[config.mk]
export PLATFORM = sky130hd
export DESIGN_NAME = mc_ctrl
export DESIGN_NICKNAME = d
export VERILOG_FILES = /design/src/rtl/mc_ctrl.sv
export SDC_FILE = /design/constraint.sdc
export NUM_CORES = 1
export LEC_CHECK = 0
export ABC_CLOCK_PERIOD_IN_PS = 4300
export BUFFER_PORTS_ARGS = -buffer_cell sky130_fd_sc_hd__buf_4
export CELL_PAD_IN_SITES_DETAIL_PLACEMENT = 1
export CELL_PAD_IN_SITES_GLOBAL_PLACEMENT = 2
export CORE_ASPECT_RATIO = 2
export CORE_MARGIN = 2
export CORE_UTILIZATION = 30
export CTS_CLUSTER_SIZE = 12
export DETAILED_ROUTE_END_ITERATION = 10
export PLACE_DENSITY = 0.93
export SYNTH_ARGS = -nofsm -noshare
export SYNTH_HDL_FRONTEND = slang
export SYNTH_SLANG_ARGS = --single-unit
[constraint.sdc]
create_clock -name clk -period 4.3 [get_ports clk]
set_clock_uncertainty 0.05 [all_clocks]
set_input_delay 0.86 -clock clk [delete_from_list [all_inputs] [get_ports clk]]
set_output_delay 0.86 -clock clk [all_outputs]
set_load 0.01 [all_outputs]
[src/rtl/mc_ctrl.sv]
// mc_ctrl: multi-cycle main controller for the 32-bit MIPS R/I datapath.
// Steps each instruction through IF/ID/EX/MRD/MWR/WB/BR/JMP and drives
// every datapath mux select and write strobe. It also counts the
// instructions that complete legally.
//
// state | meaning
// ------+----------------------------------------------------------
// IDLE  | halted, no strobes; leave for IF when run=1
// IF    | load IR, PC <= PC+4
// ID    | latch register-file read data into A/B, classify instruction
// EX    | ALU operation, optional flag update
// MRD   | RAM read cycle for lw
// MWR   | RAM write for sw (final)
// WB    | register-file write (final)
// BR    | beq compare, PC <= branch target when ZF (final)
// JMP   | PC <= jump target (final)
module mc_ctrl (
    input  logic        clk,
    input  logic        rst,
    input  logic        run,
    input  logic [5:0]  OP,
    input  logic [5:0]  func,
    input  logic        ZF,
    output logic        PC_Write,
    output logic [1:0]  PC_Src,
    output logic        IR_Write,
    output logic        AB_Write,
    output logic [2:0]  ALU_OP,
    output logic        imm_s,
    output logic        rt_imm_s,
    output logic        rd_rt_s,
    output logic        alu_mem_s,
    output logic        Write_Reg,
    output logic        Mem_Write,
    output logic        Set_ZF,
    output logic        Set_OF,
    output logic [3:0]  state,
    output logic        inst_done,
    output logic        illegal,
    output logic [31:0] retired
);

    typedef enum logic [3:0] {
        S_IDLE = 4'd0,
        S_IF   = 4'd1,
        S_ID   = 4'd2,
        S_EX   = 4'd3,
        S_MRD  = 4'd4,
        S_MWR  = 4'd5,
        S_WB   = 4'd6,
        S_BR   = 4'd7,
        S_JMP  = 4'd8
    } state_t;

    state_t state_q, state_d;

    logic       dec_legal, dec_alu, dec_lw, dec_sw, dec_beq, dec_j, dec_of;
    logic [2:0] dec_op;
    logic       dec_imm, dec_rt_imm, dec_rd_rt, dec_alu_mem;

    // Instruction decode from the IR fields; IR keeps these stable from ID on.
    always_comb begin
        dec_legal   = 1'b1;
        dec_alu     = 1'b0;
        dec_lw      = 1'b0;
        dec_sw      = 1'b0;
        dec_beq     = 1'b0;
        dec_j       = 1'b0;
        dec_of      = 1'b0;
        dec_op      = 3'b000;
        dec_imm     = 1'b0;
        dec_rt_imm  = 1'b0;
        dec_rd_rt   = 1'b0;
        dec_alu_mem = 1'b0;
        case (OP)
            6'b000000: begin
                dec_alu = 1'b1;
                case (func)
                    6'b100000: begin dec_op = 3'b100; dec_of = 1'b1; end
                    6'b100010: begin dec_op = 3'b101; dec_of = 1'b1; end
                    6'b100100: dec_op = 3'b000;
                    6'b100101: dec_op = 3'b001;
                    6'b100110: dec_op = 3'b010;
                    6'b100111: dec_op = 3'b011;
                    6'b101011: dec_op = 3'b110;
                    6'b000100: dec_op = 3'b111;
                    default: begin dec_legal = 1'b0; dec_alu = 1'b0; end
                endcase
            end
            6'b001000: begin
                dec_alu = 1'b1; dec_op = 3'b100; dec_of = 1'b1; dec_imm = 1'b1;
                dec_rt_imm = 1'b1; dec_rd_rt = 1'b1;
            end
            6'b001100: begin
                dec_alu = 1'b1; dec_op = 3'b000; dec_rt_imm = 1'b1; dec_rd_rt = 1'b1;
            end
            6'b001110: begin
                dec_alu = 1'b1; dec_op = 3'b010; dec_rt_imm = 1'b1; dec_rd_rt = 1'b1;
            end
            6'b001011: begin
                dec_alu = 1'b1; dec_op = 3'b110; dec_rt_imm = 1'b1; dec_rd_rt = 1'b1;
            end
            6'b100011: begin
                dec_lw = 1'b1; dec_op = 3'b100; dec_imm = 1'b1; dec_rt_imm = 1'b1;
                dec_rd_rt = 1'b1; dec_alu_mem = 1'b1;
            end
            6'b101011: begin
                dec_sw = 1'b1; dec_op = 3'b100; dec_imm = 1'b1; dec_rt_imm = 1'b1;
            end
            6'b000100: dec_beq = 1'b1;
            6'b000010: dec_j   = 1'b1;
            default:   dec_legal = 1'b0;
        endcase
    end

    // State register.
    always_ff @(posedge clk) begin
        if (rst) state_q <= S_IDLE;
        else     state_q <= state_d;
    end

    // Next state and outputs; reset suppresses every strobe and pulse.
    always_comb begin
        state_d   = S_IDLE;
        PC_Write  = 1'b0;
        PC_Src    = 2'b00;
        IR_Write  = 1'b0;
        AB_Write  = 1'b0;
        ALU_OP    = 3'b000;
        imm_s     = 1'b0;
        rt_imm_s  = 1'b0;
        rd_rt_s   = 1'b0;
        alu_mem_s = 1'b0;
        Write_Reg = 1'b0;
        Mem_Write = 1'b0;
        Set_ZF    = 1'b0;
        Set_OF    = 1'b0;
        inst_done = 1'b0;
        illegal   = 1'b0;
        if (state_q != S_IDLE && state_q != S_IF) begin
            ALU_OP    = dec_op;
            imm_s     = dec_imm;
            rt_imm_s  = dec_rt_imm;
            rd_rt_s   = dec_rd_rt;
            alu_mem_s = dec_alu_mem;
        end
        case (state_q)
            S_IDLE: state_d = run ? S_IF : S_IDLE;
            S_IF: begin
                IR_Write = 1'b1;
                PC_Write = 1'b1;
                state_d  = S_ID;
            end
            S_ID: begin
                AB_Write = 1'b1;
                if (!dec_legal) begin
                    illegal = 1'b1;
                    state_d = run ? S_IF : S_IDLE;
                end else if (dec_beq) state_d = S_BR;
                else if (dec_j)       state_d = S_JMP;
                else                  state_d = S_EX;
            end
            S_EX: begin
                Set_ZF  = dec_alu;
                Set_OF  = dec_alu & dec_of;
                state_d = dec_lw ? S_MRD : (dec_sw ? S_MWR : S_WB);
            end
            S_MRD: state_d = S_WB;
            S_MWR: begin
                Mem_Write = 1'b1;
                inst_done = 1'b1;
                state_d   = run ? S_IF : S_IDLE;
            end
            S_WB: begin
                Write_Reg = 1'b1;
                inst_done = 1'b1;
                state_d   = run ? S_IF : S_IDLE;
            end
            S_BR: begin
                ALU_OP    = 3'b101;
                PC_Src    = 2'b01;
                PC_Write  = ZF;
                inst_done = 1'b1;
                state_d   = run ? S_IF : S_IDLE;
            end
            S_JMP: begin
                PC_Src    = 2'b10;
                PC_Write  = 1'b1;
                inst_done = 1'b1;
                state_d   = run ? S_IF : S_IDLE;
            end
            default: state_d = S_IDLE;
        endcase
        if (rst) begin
            PC_Write  = 1'b0;
            PC_Src    = 2'b00;
            IR_Write  = 1'b0;
            AB_Write  = 1'b0;
            Write_Reg = 1'b0;
            Mem_Write = 1'b0;
            Set_ZF    = 1'b0;
            Set_OF    = 1'b0;
            inst_done = 1'b0;
            illegal   = 1'b0;
        end
    end

    assign state = state_q;

    // Retired-instruction counter, wraps naturally.
    always_ff @(posedge clk) begin
        if (rst)            retired <= 32'd0;
        else if (inst_done) retired <= retired + 32'd1;
    end

endmodule

==> results.md <==
- The remaining antenna violation count after routing is 0.
- In this run the number of H-tree levels came out at 2.
- The worst register-to-register path begins at state[3]$_SDFF_PP0_.
- The max-cap violation count is 0.
- The total congestion overflow is 0.
- Including well taps, the total number of placed cells is ~430.
- After detailed routing, the number of remaining DRC violations is 0.
- The number of standard-cell rows in the floorplan is 43.
- The Yosys step of the flow raised 0 warnings.
- The worst supply voltage drop on vdd is around 0.00014 V.
- The share of total power dissipated in the clock network is 44.6%.
- The cell at the root of the clock tree is sky130_fd_sc_hd__clkbuf_16.
- The setup total negative slack is 0 ps.
- The capture point of the critical path is illegal.
- Setup repair after global routing left no endpoint under its margin.
- The fraction of power consumed by sequential logic is 45.7%.
- In the final layout, the share of cells above drive strength 1 is around a quarter.
- The top cell types in the final layout, fill and taps aside, are 70 x sky130_fd_sc_hd__buf_4, 40 x sky130_fd_sc_hd__nor2_1, 36 x sky130_fd_sc_hd__dfxtp_1.
- The maximum number of pins on one net before global-route repair is 38.
- Setup violations remaining at the end of the flow were counted as 0.
- The final layout contains between 300 and 400 nets.
- The worst flop-to-flop path endpoint is retired[23]$_SDFFE_PP0P_.
- The power dissipated by switching net loads is 0.1780 mW.
- The run finished with clean final reports.
- In this run the tool buffered the top-level ports with 69 buffer cells.
- Detailed placement ended at an HPWL of ~5.5 mm.
- Once the floorplan was initialized, standard cells occupied 30.94% of the core.
- The proportion of synthesized flip-flops having asynchronous set or reset is 0%.
- For this run, the register share of the synthesized area comes to 33.57%.
- Summing internal, switching and leakage power gives 0.7494 mW.
- The floorplan step defined a die boundary enclosing 7891 um2.
- The startpoint of the most critical setup path is OP[0].
- The post-CTS setup-driven buffer insertion count is 0.
- Of the total power, the share spent switching nets is between 20% and 30%.
- The final-report hold violation count came to 0.
- STA classifies the critical path endpoint as a primary output.
- For the pin with the worst max-slew slack, the measured transition is 703.9 ps.
- The cell accounting for the most synthesized area is sky130_fd_sc_hd__dfxtp_1.
- The area of all sequential standard cells is 720.7 um2.
- Routability-driven placement finished with a final weighted congestion of approximately 0.8.
- Data on the critical path is required at its endpoint by about 3400 ps.
- In this run, post-CTS hold repair placed 0 buffers.
- STA classifies the critical path startpoint as an input pin.
- After the first detailed-routing iteration, the DRC count stood at 86.
- After synthesis the cells add up to 2147 um2.
- The top achievable clock speed is 279.3 MHz.
- The number of global-route vias before repair came to 2,401.
- The initial antenna violation count is 0.
- The aggregate routed wire length is 7.046 mm.
- Dividing the final minimum period by the clock period gives 83.26%.
- Dividing total power by cell area gives a power density of 263.2 nW/um2.
- The class of the tightest hold or removal check is reg -> reg.
- Compared with the post-synthesis result, the final layout area differs by 32.63%.
- The detailed-route via count is 2,364.
- The most common library cell in the layout ignoring fill and taps is sky130_fd_sc_hd__buf_4.
- The most used flip-flop cell after synthesis is sky130_fd_sc_hd__dfxtp_1.
- For this run, the detailed router's first-pass iteration total came to 4.
- The cell-internal power is 0.5714 mW.
- The post-synth net total is 298.
- The clock period could shrink to 3580 ps.
- For this design, the sink count on the clock tree is 36.
- The layout has approximately 870 filler cells.
- The clock passes through at most 2 buffers.
- The classification of the worst setup path is in -> out.
- The total I/O pin count is 70.
- The final count of pins violating max slew is 0.
- The first global-routing pass estimated between 10 and 15 mm of wire.
- In the final layout, the multi-input gates occupy 1338 um2.
- The arrival time at the worst endpoint is 2670 ps.
- Measured along the x axis, the die boundary spans 63.82 um.
- The clock insertion delay at the later pin of the skew report is 280 ps.
- Global routing used 18.33% of the available tracks.
- The number of cells on the worst reg-to-reg path is 6.
- In this run, CTS created clock tree buffers numbering 5.
- After synthesis the netlist holds a flip-flop and latch count of 36.
- The static power due to leakage is 1.092 nW.
- The average wire per cell in the routed design is 16.27 um.
- Ranked by total cell area, the synthesized netlist is headed by sky130_fd_sc_hd__dfxtp_1 34%, sky130_fd_sc_hd__nor2_1 7.0%, sky130_fd_sc_hd__xor2_1 6.5%.
- The top cell type by area accounts for 33.57% of the synthesized area.
- Combinational logic burns about 9.7% of the power.
- The average footprint of a synthesized cell is 7.641 um2.
- In this run the vertical extent of the chip is 123.6 um.
- The diode insertion count for antenna repair is 0.
- The number of enable-type register cells in the synthesized netlist is 0.
- The number of gates resized after cts is 0.
- The register clock-pin slew on the reported worst setup and hold paths is 50 ps.
- In the routed layout, each cell is associated on average with a via count of approximately 5.5.
- The final non-filler cell total is 433.
- Synthesis instantiated 52 different standard cells from the library.
- The gate count after technology mapping is 281.
- The setup slack of the worst register-to-register path is 1500 ps.
- Of all nets on the critical path, the largest fanout is 9.
- The max-slew headroom at the worst pin is 52.71%.
- After floorplanning, the core was sized to cover 6940 um2.
- The TritonCTS clock tree is done.
-- cell families (layout without fill, tap and decap cells) --
family                     count (synthesis)  after routing  share of synthesized area, %
adders and majority gates                  1              1                        0.5827
muxes                                      1              1                        0.4662
xor gates and xnor gates                  20             20                         8.158
buffers and inverters                     20             82                         4.138
and+or+nand+nor                          141            141                         34.62
AOI/OAI and AO/OA                         62             62                         18.48
DFF                                       36             36                         33.57
-- flip-flops by register name, indices dropped and copies added, names as in the netlist --
name,cells
state,4
retired,32
-- critical path, cell delays in order --
cell                     delay, ps
sky130_fd_sc_hd__buf_4         150
sky130_fd_sc_hd__or4_4         550
sky130_fd_sc_hd__or4_4         460
sky130_fd_sc_hd__a21o_1        210
sky130_fd_sc_hd__o21a_1        150
sky130_fd_sc_hd__and2_1        160
sky130_fd_sc_hd__buf_4         130
-- power groups by stage --
stage	clock, mW	sequential (mW)	combinational (mW)
5_1_grt	0.357	0.343	0.0791
4_1_cts	0.345	0.342	0.0732
6_report	0.334	0.342	0.0725
3_3_place_gp	0	0.349	0.0712
2_1_floorplan	0	0.345	0.0438
3_5_place_dp	0	0.349	0.0730
-- synthesized netlist by cell type, types with 2 or more instances --
master,n
sky130_fd_sc_hd__nand4b_1,3
sky130_fd_sc_hd__nand4_1,17
sky130_fd_sc_hd__xnor2_1,4
sky130_fd_sc_hd__and3_1,3
sky130_fd_sc_hd__nor2b_1,5
sky130_fd_sc_hd__a21oi_1,18
sky130_fd_sc_hd__or3_1,11
sky130_fd_sc_hd__nor4_1,2
sky130_fd_sc_hd__nor3_1,6
sky130_fd_sc_hd__nor3b_1,2
sky130_fd_sc_hd__o31ai_1,2
sky130_fd_sc_hd__dfxtp_1,36
sky130_fd_sc_hd__and2_1,3
sky130_fd_sc_hd__nor2_1,40
sky130_fd_sc_hd__o21ai_0,16
sky130_fd_sc_hd__nand2_1,21
sky130_fd_sc_hd__inv_1,7
sky130_fd_sc_hd__a22oi_1,3
sky130_fd_sc_hd__o41ai_1,2
sky130_fd_sc_hd__clkbuf_1,7
sky130_fd_sc_hd__nand2b_1,2
sky130_fd_sc_hd__o21a_1,5
sky130_fd_sc_hd__nand3_1,17
sky130_fd_sc_hd__or4_4,2
sky130_fd_sc_hd__buf_2,5
sky130_fd_sc_hd__xor2_1,16
-- metrics by stage --
step	worst slack (ps)	utilization, %	hold slack, ps	cell area [um2]
after floorplan	859.6	-	452.3	2147
after global placement	728.5	39.23	418.2	2723
after detailed placement	716.5	39.23	443.4	2723
after CTS	712.2	41.03	450.6	2848
after global routing	677.9	41.03	488.3	2848
final	720.0	41.03	443.1	2848
-- layer usage --
layer  global-route usage (%)  vias up  part of all wire [%]
li1                         -     1142                     -
met1                    16.28     1135                    34
met2                    36.46       71                    58
met3                    3.523       16                   4.0
met4                    11.28        0                   4.1
met5                        0        -                     0
-- final cells by class --
cell class / count / share of cell area (%)
tap: 90 / 3.954
multi-input combinational: 225 / 46.97
inverter: 7 / 0.9227
sequential: 36 / 25.31
clock buffer: 5 / 4.394
timing repair buffer: 70 / 18.45
-- how the worst min path moves through the flow --
stage,start,endpoint,slack [ps],cells past startpoint
detailed placement,retired[31]$_SDFFE_PP0P_,retired[31]$_SDFFE_PP0P_,440,2
CTS,retired[29]$_SDFFE_PP0P_,retired[29]$_SDFFE_PP0P_,450,2
finish,retired[29]$_SDFFE_PP0P_,retired[29]$_SDFFE_PP0P_,440,2
global placement,retired[31]$_SDFFE_PP0P_,retired[31]$_SDFFE_PP0P_,420,2
global route,retired[25]$_SDFFE_PP0P_,retired[25]$_SDFFE_PP0P_,490,2
floorplan,retired[31]$_SDFFE_PP0P_,retired[31]$_SDFFE_PP0P_,450,2
Note: power is estimated with default switching activity, not from simulation.
